==> config.mk <==
export PLATFORM = sky130hd
export DESIGN_NAME = board_io_conditioner
export DESIGN_NICKNAME = d
export VERILOG_FILES = /design/src/rtl/board_io_pkg.sv /design/src/rtl/btn_debounce.sv /design/src/rtl/board_io_conditioner.sv
export SDC_FILE = /design/constraint.sdc
export NUM_CORES = 1
export LEC_CHECK = 0
export ABC_AREA = 0
export ABC_CLOCK_PERIOD_IN_PS = 2700
export CAP_MARGIN = 25
export CORE_MARGIN = 3
export CORE_UTILIZATION = 35
export CTS_CLUSTER_SIZE = 20
export DETAILED_ROUTE_END_ITERATION = 16
export MAX_ROUTING_LAYER = met4
export PLACE_DENSITY = 0.59
export SETUP_SLACK_MARGIN = 0.2
export SYNTH_ARGS = -nofsm -noshare
export SYNTH_HDL_FRONTEND = slang
export SYNTH_SLANG_ARGS = --single-unit
==> constraint.sdc <==
create_clock -name clk -period 2.7 [get_ports clk]
set_input_delay 0.54 -clock clk [delete_from_list [all_inputs] [get_ports clk]]
set_output_delay 0.54 -clock clk [all_outputs]
set_load 0.01 [all_outputs]
==> src/rtl/board_io_pkg.sv <==
// rtl/board_io_pkg.sv - shared clock constants and sizing helpers for board_io_conditioner
package board_io_pkg;

  localparam int CLK_HZ_ICEBREAKER = 12000000;

  function automatic int ms_to_cycles(input int clk_hz, input int ms);
    return (clk_hz / 1000) * ms;
  endfunction

  function automatic int cnt_w(input int n);
    return $clog2(n + 1);
  endfunction

endpackage

==> src/rtl/btn_debounce.sv <==
// rtl/btn_debounce.sv - one button bit: 2-flop synchroniser, stability counter, level and strobes
module btn_debounce
  import board_io_pkg::*;
#(
  parameter int DEBOUNCE_CYCLES = 4
) (
  input  logic clk,
  input  logic rst_n,
  input  logic btn_in,
  output logic btn_q,
  output logic btn_press,
  output logic btn_release
);

  localparam int DW = cnt_w(DEBOUNCE_CYCLES);
  localparam logic [DW-1:0] DC_LAST = DW'(DEBOUNCE_CYCLES - 1);

  logic [1:0]    sync_q;
  logic          s;
  logic [DW-1:0] dc_q, dc_d;
  logic          level_q, level_d;
  logic          press_q, press_d;
  logic          rel_q, rel_d;

  assign s = sync_q[1];

  // Any sample equal to the accepted level restarts the stability count.
  always_comb begin
    dc_d    = dc_q;
    level_d = level_q;
    press_d = 1'b0;
    rel_d   = 1'b0;
    if (s == level_q) begin
      dc_d = '0;
    end else if (dc_q == DC_LAST) begin
      dc_d    = '0;
      level_d = s;
      press_d = s;
      rel_d   = ~s;
    end else begin
      dc_d = dc_q + 1'b1;
    end
  end

  always_ff @(posedge clk or negedge rst_n) begin
    if (!rst_n) begin
      sync_q  <= 2'b00;
      dc_q    <= '0;
      level_q <= 1'b0;
      press_q <= 1'b0;
      rel_q   <= 1'b0;
    end else begin
      sync_q  <= {sync_q[0], btn_in};
      dc_q    <= dc_d;
      level_q <= level_d;
      press_q <= press_d;
      rel_q   <= rel_d;
    end
  end

  assign btn_q       = level_q;
  assign btn_press   = press_q;
  assign btn_release = rel_q;

endmodule

==> src/rtl/board_io_conditioner.sv <==
// rtl/board_io_conditioner.sv - board pin conditioning: core reset sync, button debounce,
// heartbeat and active-low LED pulse stretching
module board_io_conditioner
  import board_io_pkg::*;
#(
  parameter int N_BTN            = 3,
  parameter int N_LED            = 8,
  parameter int DEBOUNCE_CYCLES  = ms_to_cycles(CLK_HZ_ICEBREAKER, 10),
  parameter int HEARTBEAT_CYCLES = ms_to_cycles(CLK_HZ_ICEBREAKER, 1000),
  parameter int STRETCH_CYCLES   = ms_to_cycles(CLK_HZ_ICEBREAKER, 100)
) (
  input  logic             clk,
  input  logic             rst_n,
  input  logic [N_BTN-1:0] btn_in,
  input  logic [N_LED-1:0] led_in,
  output logic             rst_out_n,
  output logic [N_BTN-1:0] btn_q,
  output logic [N_BTN-1:0] btn_press,
  output logic [N_BTN-1:0] btn_release,
  output logic             heartbeat,
  output logic [N_LED-1:0] led_out_n
);

  localparam int HW = cnt_w(HEARTBEAT_CYCLES - 1);
  localparam logic [HW-1:0] HC_LAST = HW'(HEARTBEAT_CYCLES - 1);
  // A zero stretch still needs a one-bit counter to stay legal.
  localparam int SW = (cnt_w(STRETCH_CYCLES) < 1) ? 1 : cnt_w(STRETCH_CYCLES);
  localparam logic [SW-1:0] SC_LOAD = SW'(STRETCH_CYCLES);

  logic [1:0]    rst_sync_q;
  logic [HW-1:0] hc_q, hc_d;
  logic          hb_q, hb_d;

  always_ff @(posedge clk or negedge rst_n) begin
    if (!rst_n) rst_sync_q <= 2'b00;
    else        rst_sync_q <= {rst_sync_q[0], 1'b1};
  end

  assign rst_out_n = rst_sync_q[1];

  for (genvar b = 0; b < N_BTN; b++) begin : g_btn
    btn_debounce #(
      .DEBOUNCE_CYCLES(DEBOUNCE_CYCLES)
    ) u_btn (
      .clk        (clk),
      .rst_n      (rst_n),
      .btn_in     (btn_in[b]),
      .btn_q      (btn_q[b]),
      .btn_press  (btn_press[b]),
      .btn_release(btn_release[b])
    );
  end

  always_comb begin
    hc_d = hc_q + 1'b1;
    hb_d = hb_q;
    if (hc_q == HC_LAST) begin
      hc_d = '0;
      hb_d = ~hb_q;
    end
  end

  always_ff @(posedge clk or negedge rst_n) begin
    if (!rst_n) begin
      hc_q <= '0;
      hb_q <= 1'b0;
    end else begin
      hc_q <= hc_d;
      hb_q <= hb_d;
    end
  end

  assign heartbeat = hb_q;

  for (genvar i = 0; i < N_LED; i++) begin : g_led
    logic [SW-1:0] sc_q, sc_d;
    logic          led_n_q, led_n_d;

    // A fresh request reloads rather than accumulates the stretch.
    always_comb begin
      sc_d    = sc_q;
      led_n_d = 1'b1;
      if (led_in[i]) begin
        sc_d    = SC_LOAD;
        led_n_d = 1'b0;
      end else if (sc_q != '0) begin
        sc_d    = sc_q - 1'b1;
        led_n_d = 1'b0;
      end
    end

    always_ff @(posedge clk or negedge rst_n) begin
      if (!rst_n) begin
        sc_q    <= '0;
        led_n_q <= 1'b1;
      end else begin
        sc_q    <= sc_d;
        led_n_q <= led_n_d;
      end
    end

    assign led_out_n[i] = led_n_q;
  end

endmodule

After elaboration in Yosys (flattened, before gate mapping)
Cells that the tools add are included.
{ "word_totals": {"register_bits": 269, "wordCells": 130} }
{ "op_classes": {"add_sub_neg": 12, "eq_ne": 7, "n_mux": 51, "bitwise": 7, "reduce_logical": 19} }
{ "op_table": {"columns": ["operator", "n"], "rows": [
  ["21-bit 2-to-1 mux", 16],
  ["21-bit nonzero test", 8],
  ["21-bit by 1-bit subtractor with 21-bit output, second input constant", 8],
  ["17-bit 2-to-1 mux", 6],
  ["17-bit by 1-bit adder with 17-bit output, second input constant", 3],
  ["17-bit equality test, second input constant", 3],
  ["1-bit 2-to-1 mux", 28],
  ["24-bit by 1-bit adder with 24-bit output, second input constant", 1],
  ["24-bit equality test, second input constant", 1],
  ["24-bit 2-to-1 mux", 1],
  ["2-bit nonzero test", 8],
  ["1-bit inverter", 7],
  ["2-bit AND reduction", 3],
  ["1-bit equality test", 3]
]} }

Depth between registers and ports, before layout
Gate-level depths: netlist (run 1).
{ "depth": {"depth_word": 3, "ltp_mapped": 9, "mapped_depth_nobuf": 7} }

Hierarchy
Synthesis (run 1) repeated with hierarchy kept, for this count alone.
{ "unflattened": {"cells_unflattened": 1380, "area_unflattened_um2": 13725.7} }
{ "modules_own_cells": {"columns": ["module", "n_inst", "cells_per_inst", "area_each_um2", "seq_area_each_um2"], "rows": [
  ["board_io_conditioner", 1, 1104, 10640.2, 5089.9],
  ["btn_debounce", 3, 92, 1028.5, 550.5]
]} }

Least setup slack after synthesis (run 1)
OpenSTA, ideal clock, no wires.
{ "synth_timing": {"path_type": "register to register", "start": "reg g_led[6].sc_q[0]", "end": "reg g_led[6].sc_q[5]", "setup_ps": 125, "arrival_time_ps": 2145, "path_slack_ps": 431, "stages_incl_launch_ff": 8, "n_path_buf": 0, "period_less_slack_ps": 2269, "path_cell_list": "dfrtp_1 > inv_1 > ha_1 > or4b_2 > nor2_4 > nand4_2 > nand3b_1 > mux2_2"} }
{ "synth_between": {"elab_chain_cells": 3, "word_cells_on_any_way": 5} }
{ "synth_lines": {"columns": ["element", "line_no", "source"], "rows": [
  ["start: declaration", "board_io_conditioner.sv:76", "logic [SW-1:0] sc_q, sc_d;"],
  ["start signal: assignment", "board_io_conditioner.sv:94", "sc_q <= '0;"],
  ["start signal: assignment", "board_io_conditioner.sv:97", "sc_q <= sc_d;"],
  ["21-bit by 1-bit subtractor with 21-bit output", "board_io_conditioner.sv:87", "sc_d = sc_q - 1'b1;"],
  ["21-bit 2-to-1 mux", "board_io_conditioner.sv:86", "end else if (sc_q != '0) begin"],
  ["21-bit 2-to-1 mux", "board_io_conditioner.sv:83", "if (led_in[i]) begin"]
]} }
Parallel ways exist; a longest one is shown, timed or not. The select of a mux whose other input is x is not followed.
A chain may end at the register's enable or synchronous reset.

Worst setup path in the final report (run 1)
{ "layout_timing": {"start": "reg g_led[6].sc_q[0]", "end": "reg g_led[6].sc_q[3]"} }
The elaborated chain is that of the path after synthesis.

==> results of run 1 <==
==> layer usage <==
metal,track usage,part of all wire
met5,-,0
met4,0.0317,0.021
met3,0.0224,0.032
met2,0.208,0.46
met1,0.172,0.49
==> final cells by class <==
cell class                 count  area (sq um)  share of cell area
sequential                   269          6740               0.428
inverter                      25          93.8             0.00596
clock inverter                22           355              0.0226
multi-input combinational   1014          6480               0.412
tap                          511           639              0.0406
clock buffer                  36           835              0.0530
timing repair buffer          63           596              0.0378
==> through the flow <==
stage	area [sq um]	instances	util	setup WS (ns)	hold slack [ns]
3_3_place_gp	14500	1881	0.383	0.409	0.334
5_1_grt	15700	1940	0.415	0.153	0.356
6_report	15700	1940	0.415	0.358	0.348
4_1_cts	15700	1940	0.415	0.341	0.351
3_5_place_dp	14500	1881	0.383	0.386	0.335
2_1_floorplan	13600	1362	-	0.431	0.244
==> repair_timing <==
action | CTS | global route
endpoints found under the hold margin | 42 | 0
hold buffers | 1 | 0
gates resized for setup | 0 | 2
endpoints found under the setup margin | 0 | 5
==> power by group <==
group	switching [mW]	internal (mW)	total [mW]
Sequential	0.235	4.22	4.46
Clock	1.72	3.07	4.79
Combinational	0.526	0.403	0.929
Total	2.48	7.70	10.2
==> cell usage in the layout (no fill, tap or decap), drive strengths merged, types with 8 or more instances in the layout <==
master,Yosys,layout
a211oi,25,25
a21oi,56,56
and3,18,18
and4,9,9
buf,28,32
bufinv,0,9
clkbuf,26,36
clkdlybuf4s50,0,30
clkinv,0,9
dfrtp,261,261
dfstp,8,8
ha,20,20
inv,25,27
mux2i,9,9
nand2,77,77
nand2b,36,36
nand3,72,72
nand3b,11,11
nand4,29,29
nor2,208,208
nor2b,10,10
nor3,41,41
nor3b,16,16
nor4,57,57
nor4b,13,13
o21ai,25,25
o31ai,11,11
or3,20,20
or4,24,24
xnor2,87,87
xor2,70,70
==> cell families after synthesis <==
| kind of cell | Yosys count |
|---|---|
| buffers and inverters | 79 |
| flip-flops | 269 |
| adder cells (fa/ha/maj) | 20 |
| other | 1 |
| XOR/XNOR | 157 |
| AO/OA/AOI/OAI | 152 |
| AND/OR/NAND/NOR | 669 |
| multiplexers | 15 |
==> registers in the layout (all words and copies together), names as in the netlist <==
register / count
g_btn.u_btn.btn_release: 3
g_btn.u_btn.sync_q: 6
hc_q: 24
heartbeat: 1
rst_sync_q: 2
g_led.led_n_q: 8
g_led.sc_q: 168
g_btn.u_btn.btn_q: 3
g_btn.u_btn.btn_press: 3
g_btn.u_btn.dc_q: 51
==> final timing paths <==
kind                                            end  cells past startpoint                startpoint  slack [ns]
setup / recovery                   g_led[6].sc_q[3]                      8          g_led[6].sc_q[0]        0.36
hold / removal             g_btn[2].u_btn.sync_q[1]                      0  g_btn[2].u_btn.sync_q[0]        0.35
setup reg to reg                   g_led[6].sc_q[3]                      8          g_led[6].sc_q[0]        0.36
hold reg to reg            g_btn[2].u_btn.sync_q[1]                      0  g_btn[2].u_btn.sync_q[0]        0.35
max in group asynchronous          g_led[2].led_n_q                      3                     rst_n        1.44
min in group asynchronous         g_led[1].sc_q[16]                      2                     rst_n        0.48
==> worst max-delay path, cell delays in order (launching register included) <==
cell and delay [ns]:
dfrtp_1 0.41, inv_1 0.09, ha_1 0.16, or4b_2 0.67, nor2_4 0.25, nand4_2 0.15, buf_4 0.20, a21bo_2 0.19
a21oi_1 0.12
==> impl_metrics.yaml, run 1 <==
sta:
  slew_headroom: 0.483
  rsz0062_at_grt: "yes"
  period_minus_slack_ns: 2.34
  hold_violations: 0
  setup_viol: 0
  tightest_slew_ns: 0.773
  setup_tns_ns: 0
  period_share: 0.867
  max_freq_ghz: 0.427
  drv_slew: 0
  fin_worst_skew_ns: 0.00733
floorplan:
  rows: 71
  core_sq_mm: 0.0379
  fp.dieW_um: 203
  ioPinCount: 32
  dieArea_sq_mm: 0.0412
  initial_core_util: 0.358
  die_h_um: 203
cts:
  numCtsBuffers: 31
  clk_pin_slew_ns: 0.06
  clockBufferDepth: 3
  clk_latency_ns: 0.56
  clock_sinks: 269
  cts_tree: "built"
  post_cts_buffers: 0
  cts-root-buf: "clkbuf_16"
  h-tree-depth: 1
detailed_routing:
  antenna_left: 0
  vias: 9844
  route.detailed.drc: 0
  drt-total-wl_um: 25600
  via_per_inst: 5.07
  drtPass1Iterations: 5
  wl_per_cell_um: 13.2
  drtIter0Drc: 374
place:
  hpwl_um: 16600
  gp_congestion: 0.780
  port-buffer-count: 31
power:
  power.density_mw_per_mm2: 647
  cellLeakagePower_nw: 6.08
  ir_drop_uv: 486
  finalPower_mw: 10.2
logic_synthesis:
  synth_area_sq_mm: 0.0136
  synth_edf_count: 0
  synth-adder-area-share: 0.0184
  yosys_warnings: 0
  seq_area_frac_synth: 0.496
  synth_fp_nets: 1395
  synth.distinct_cells: 72
  yosysMostFrequentCell: "dfrtp_1"
  async_reset_ff_frac: 1.00
  synth_top_area_frac: 0.481
  synth_top_family_by_area: "simple AND/OR/NAND/NOR gates"
  ys_seq_elements: 269
  synth_cells: 1362
  synth_compound_area_frac: 0.0737
  synth-simple-area-share: 0.271
  ys.flop_type: "dfrtp_1"
  yosysTopAreaCell: "dfrtp_1"
  synth_mux_area_frac: 0.0116
  yosys.area_share.xor_xnor: 0.101
  syn_area_per_cell_sq_um: 9.97
  synth_area_leaders: "dfrtp_1, nor2_1, xnor2_1"
  synth_commonest_cells: "dfrtp_1, nor2_1, xnor2_1"
worst_setup_path:
  critPathMaxFanout: 9
  crit_type: "register to register"
  crit_path_end_kind: "register"
  required_ns: 3.17
  arrival_ns: 2.81
  start_kind: "register"
global_route:
  antenna_found_initial: 0
  grt_pass1_vias: 9825
  grt_overflow: 0
  grt_pass1_wl_um: 45800
  grt_max_degree: 79
  grt_usage: 0.130
final_layout:
  area_growth_pct: 15.8
  fill_cells: 3670
  layout-drive-gt1-share: 0.106
  antenna_cells: 0
  layout.nets: 1437
flow_run:
  cap_viol_max_count: 0
outcome:
  outcome: "finished clean"
worst_hold_path:
  hold_path_class: "register to register"
(Power assumes the default switching activity.)
==> run 2: changes to the inputs <==
SETUP_SLACK_MARGIN = 0.15   (was 0.2)
==> impl_metrics.yaml, run 2 (synthesis gave the netlist of run 1 again) <==
power:
  p_seq_frac: 0.438
  p_comb_frac: 0.091
  clockPowerShare: 0.471
  p_switching_mw: 2.48
  ir_drop_uv: 486
  power.density_mw_per_mm2: 647
  power.internal_mw: 7.70
  swShare: 0.244
  cellLeakagePower_nw: 6.08
floorplan:
  rows: 71
  core_sq_mm: 0.0379
  fp.dieW_um: 203
  initial_core_util: 0.358
  die_h_um: 203
  ioPinCount: 32
  dieArea_sq_mm: 0.0412
final_layout:
  final_common_cell: "dfrtp_1"
  layout.nets: 1437
  final_area_sq_mm: 0.0157
  fin_cells: 1940
  layout-drive-gt1-share: 0.106
  area_growth_pct: 15.8
  multi_input_area_sq_mm: 0.00648
  largest_register_ffs: 168
  mostFrequentLayoutCells: "dfrtp_1, nor2_1, xnor2_1"
  fill_cells: 3670
  largest_registers: "g_led.sc_q: 168 flops, g_btn.u_btn.dc_q: 51 flops, hc_q: 24 flops"
  antenna_cells: 0
  regMostFlops: "g_led.sc_q"
  seqCellArea_sq_mm: 0.00674
global_route:
  grt_overflow: 0
  grt_usage: 0.130
  grt_max_degree: 79
  grt_pass1_vias: 9825
  antenna_found_initial: 0
  grt_pass1_wl_um: 45800
worst_hold_path:
  holdPathEnd: "g_btn[2].u_btn.sync_q[1]"
  hold_path_class: "register to register"
  hold_depth: 0
  holdCritStartpoint: "g_btn[2].u_btn.sync_q[0]"
cts:
  cts_tree: "built"
  h-tree-depth: 1
  clockBufferDepth: 3
  cts-root-buf: "clkbuf_16"
  clock_sinks: 269
  clk_pin_slew_ns: 0.06
  clk_latency_ns: 0.56
  numCtsBuffers: 31
place:
  hpwl_um: 16600
  gp_congestion: 0.780
  placed_area_sq_mm: 0.0145
  placed_cells: 1881
  port-buffer-count: 31
outcome:
  outcome: "finished clean"
worst_setup_path:
  crit_type: "register to register"
  r2r_end: "g_led[6].sc_q[3]"
  r2r_setup_slack_ns: 0.36
  start_kind: "register"
  r2r_cells: 8
  arrival_ns: 2.81
  required_ns: 3.17
  r2r-start: "g_led[6].sc_q[0]"
  critPathMaxFanout: 9
  crit_path_end_kind: "register"
detailed_routing:
  vias: 9830
  drt-total-wl_um: 25600
  route.detailed.drc: 0
  antenna_left: 0
  drtPass1Iterations: 5
  wl_per_cell_um: 13.2
  via_per_inst: 5.07
  drtIter0Drc: 447
sta:
  max_freq_ghz: 0.427
  slew_headroom: 0.484
  setup_tns_ns: 0
  hold_violations: 0
  rsz0062_at_grt: "no"
  period_minus_slack_ns: 2.34
  drv_slew: 0
  period_share: 0.867
  fin_worst_skew_ns: 0.00731
  tightest_slew_ns: 0.771
  setup_viol: 0
flow_run:
  cap_viol_max_count: 0
[run 2: cell counts in the layout (fill, tap and decap cells not counted)]
No cell type changed its count.
[run 2: metrics by stage]
step                      worst slack, ns  total power [mW]  hold slack [ns]  utilization
after global placement              0.409              5.44            0.334        0.383
after floorplan                     0.431              5.14            0.244            -
after CTS                           0.341              10.4            0.351        0.415
after detailed placement            0.386              5.46            0.335        0.383
after global routing                0.153              10.7            0.356        0.415
final                               0.358              10.2            0.348        0.415
[run 2: final cells by class]
| cell class | count | share of cell area |
|---|---|---|
| inverters | 25 | 0.00596 |
| repair buffers | 63 | 0.0378 |
| well taps | 511 | 0.0406 |
| clock buffers | 36 | 0.0530 |
| clock inverters | 22 | 0.0226 |
| flip-flops and latches | 269 | 0.428 |
| multi-input cells | 1014 | 0.412 |
[run 2: critical path: stages (launching register included)]
cell     delay, ns
dfrtp_1       0.41
inv_1         0.09
ha_1          0.16
or4b_2        0.67
nor2_4        0.25
nand4_2       0.15
buf_4         0.20
a21bo_2       0.19
a21oi_1       0.12
[run 2: timing repair]
item | CTS | global route
hold buffers | 1 | 0
setup buffers | 0 | 0
gates resized for setup | 0 | 2
setup endpoints to repair | 0 | 2
endpoints found under the hold margin | 42 | 0
[run 2: per-layer routing]
metal | global-route usage | up-vias | wire length [um]
met3 | 0.0224 | 39 | 809
met5 | - | - | 0
met4 | 0.0317 | 0 | 541
met1 | 0.172 | 4782 | 12500
li1 | - | 4909 | -
met2 | 0.208 | 100 | 11700
[run 2: power groups by stage]
stage	Clock [mW]	Combinational, mW	Sequential (mW)
after floorplan	0	0.679	4.46
final	4.79	0.929	4.46
after CTS	4.98	0.947	4.45
after global routing	5.14	1.08	4.49
after detailed placement	0	0.938	4.52
after global placement	0	0.928	4.51
[run 2: worst max-delay path by stage]
stage	start	endpoint	slack [ns]
after CTS	g_led[6].sc_q[0]	g_led[6].sc_q[3]	0.34
final	g_led[6].sc_q[0]	g_led[6].sc_q[3]	0.36
after global placement	g_led[6].sc_q[0]	g_led[6].sc_q[3]	0.41
after global routing	g_led[6].sc_q[0]	g_led[6].sc_q[10]	0.15
after floorplan	g_led[6].sc_q[0]	g_led[6].sc_q[5]	0.43
after detailed placement	g_led[6].sc_q[0]	g_led[6].sc_q[10]	0.39
==> run 3: changes to the inputs <==
CAP_MARGIN = 40   (was 25)
==> results of run 3 <==
The final DEF is identical to that of run 2; final timing and power are the same.
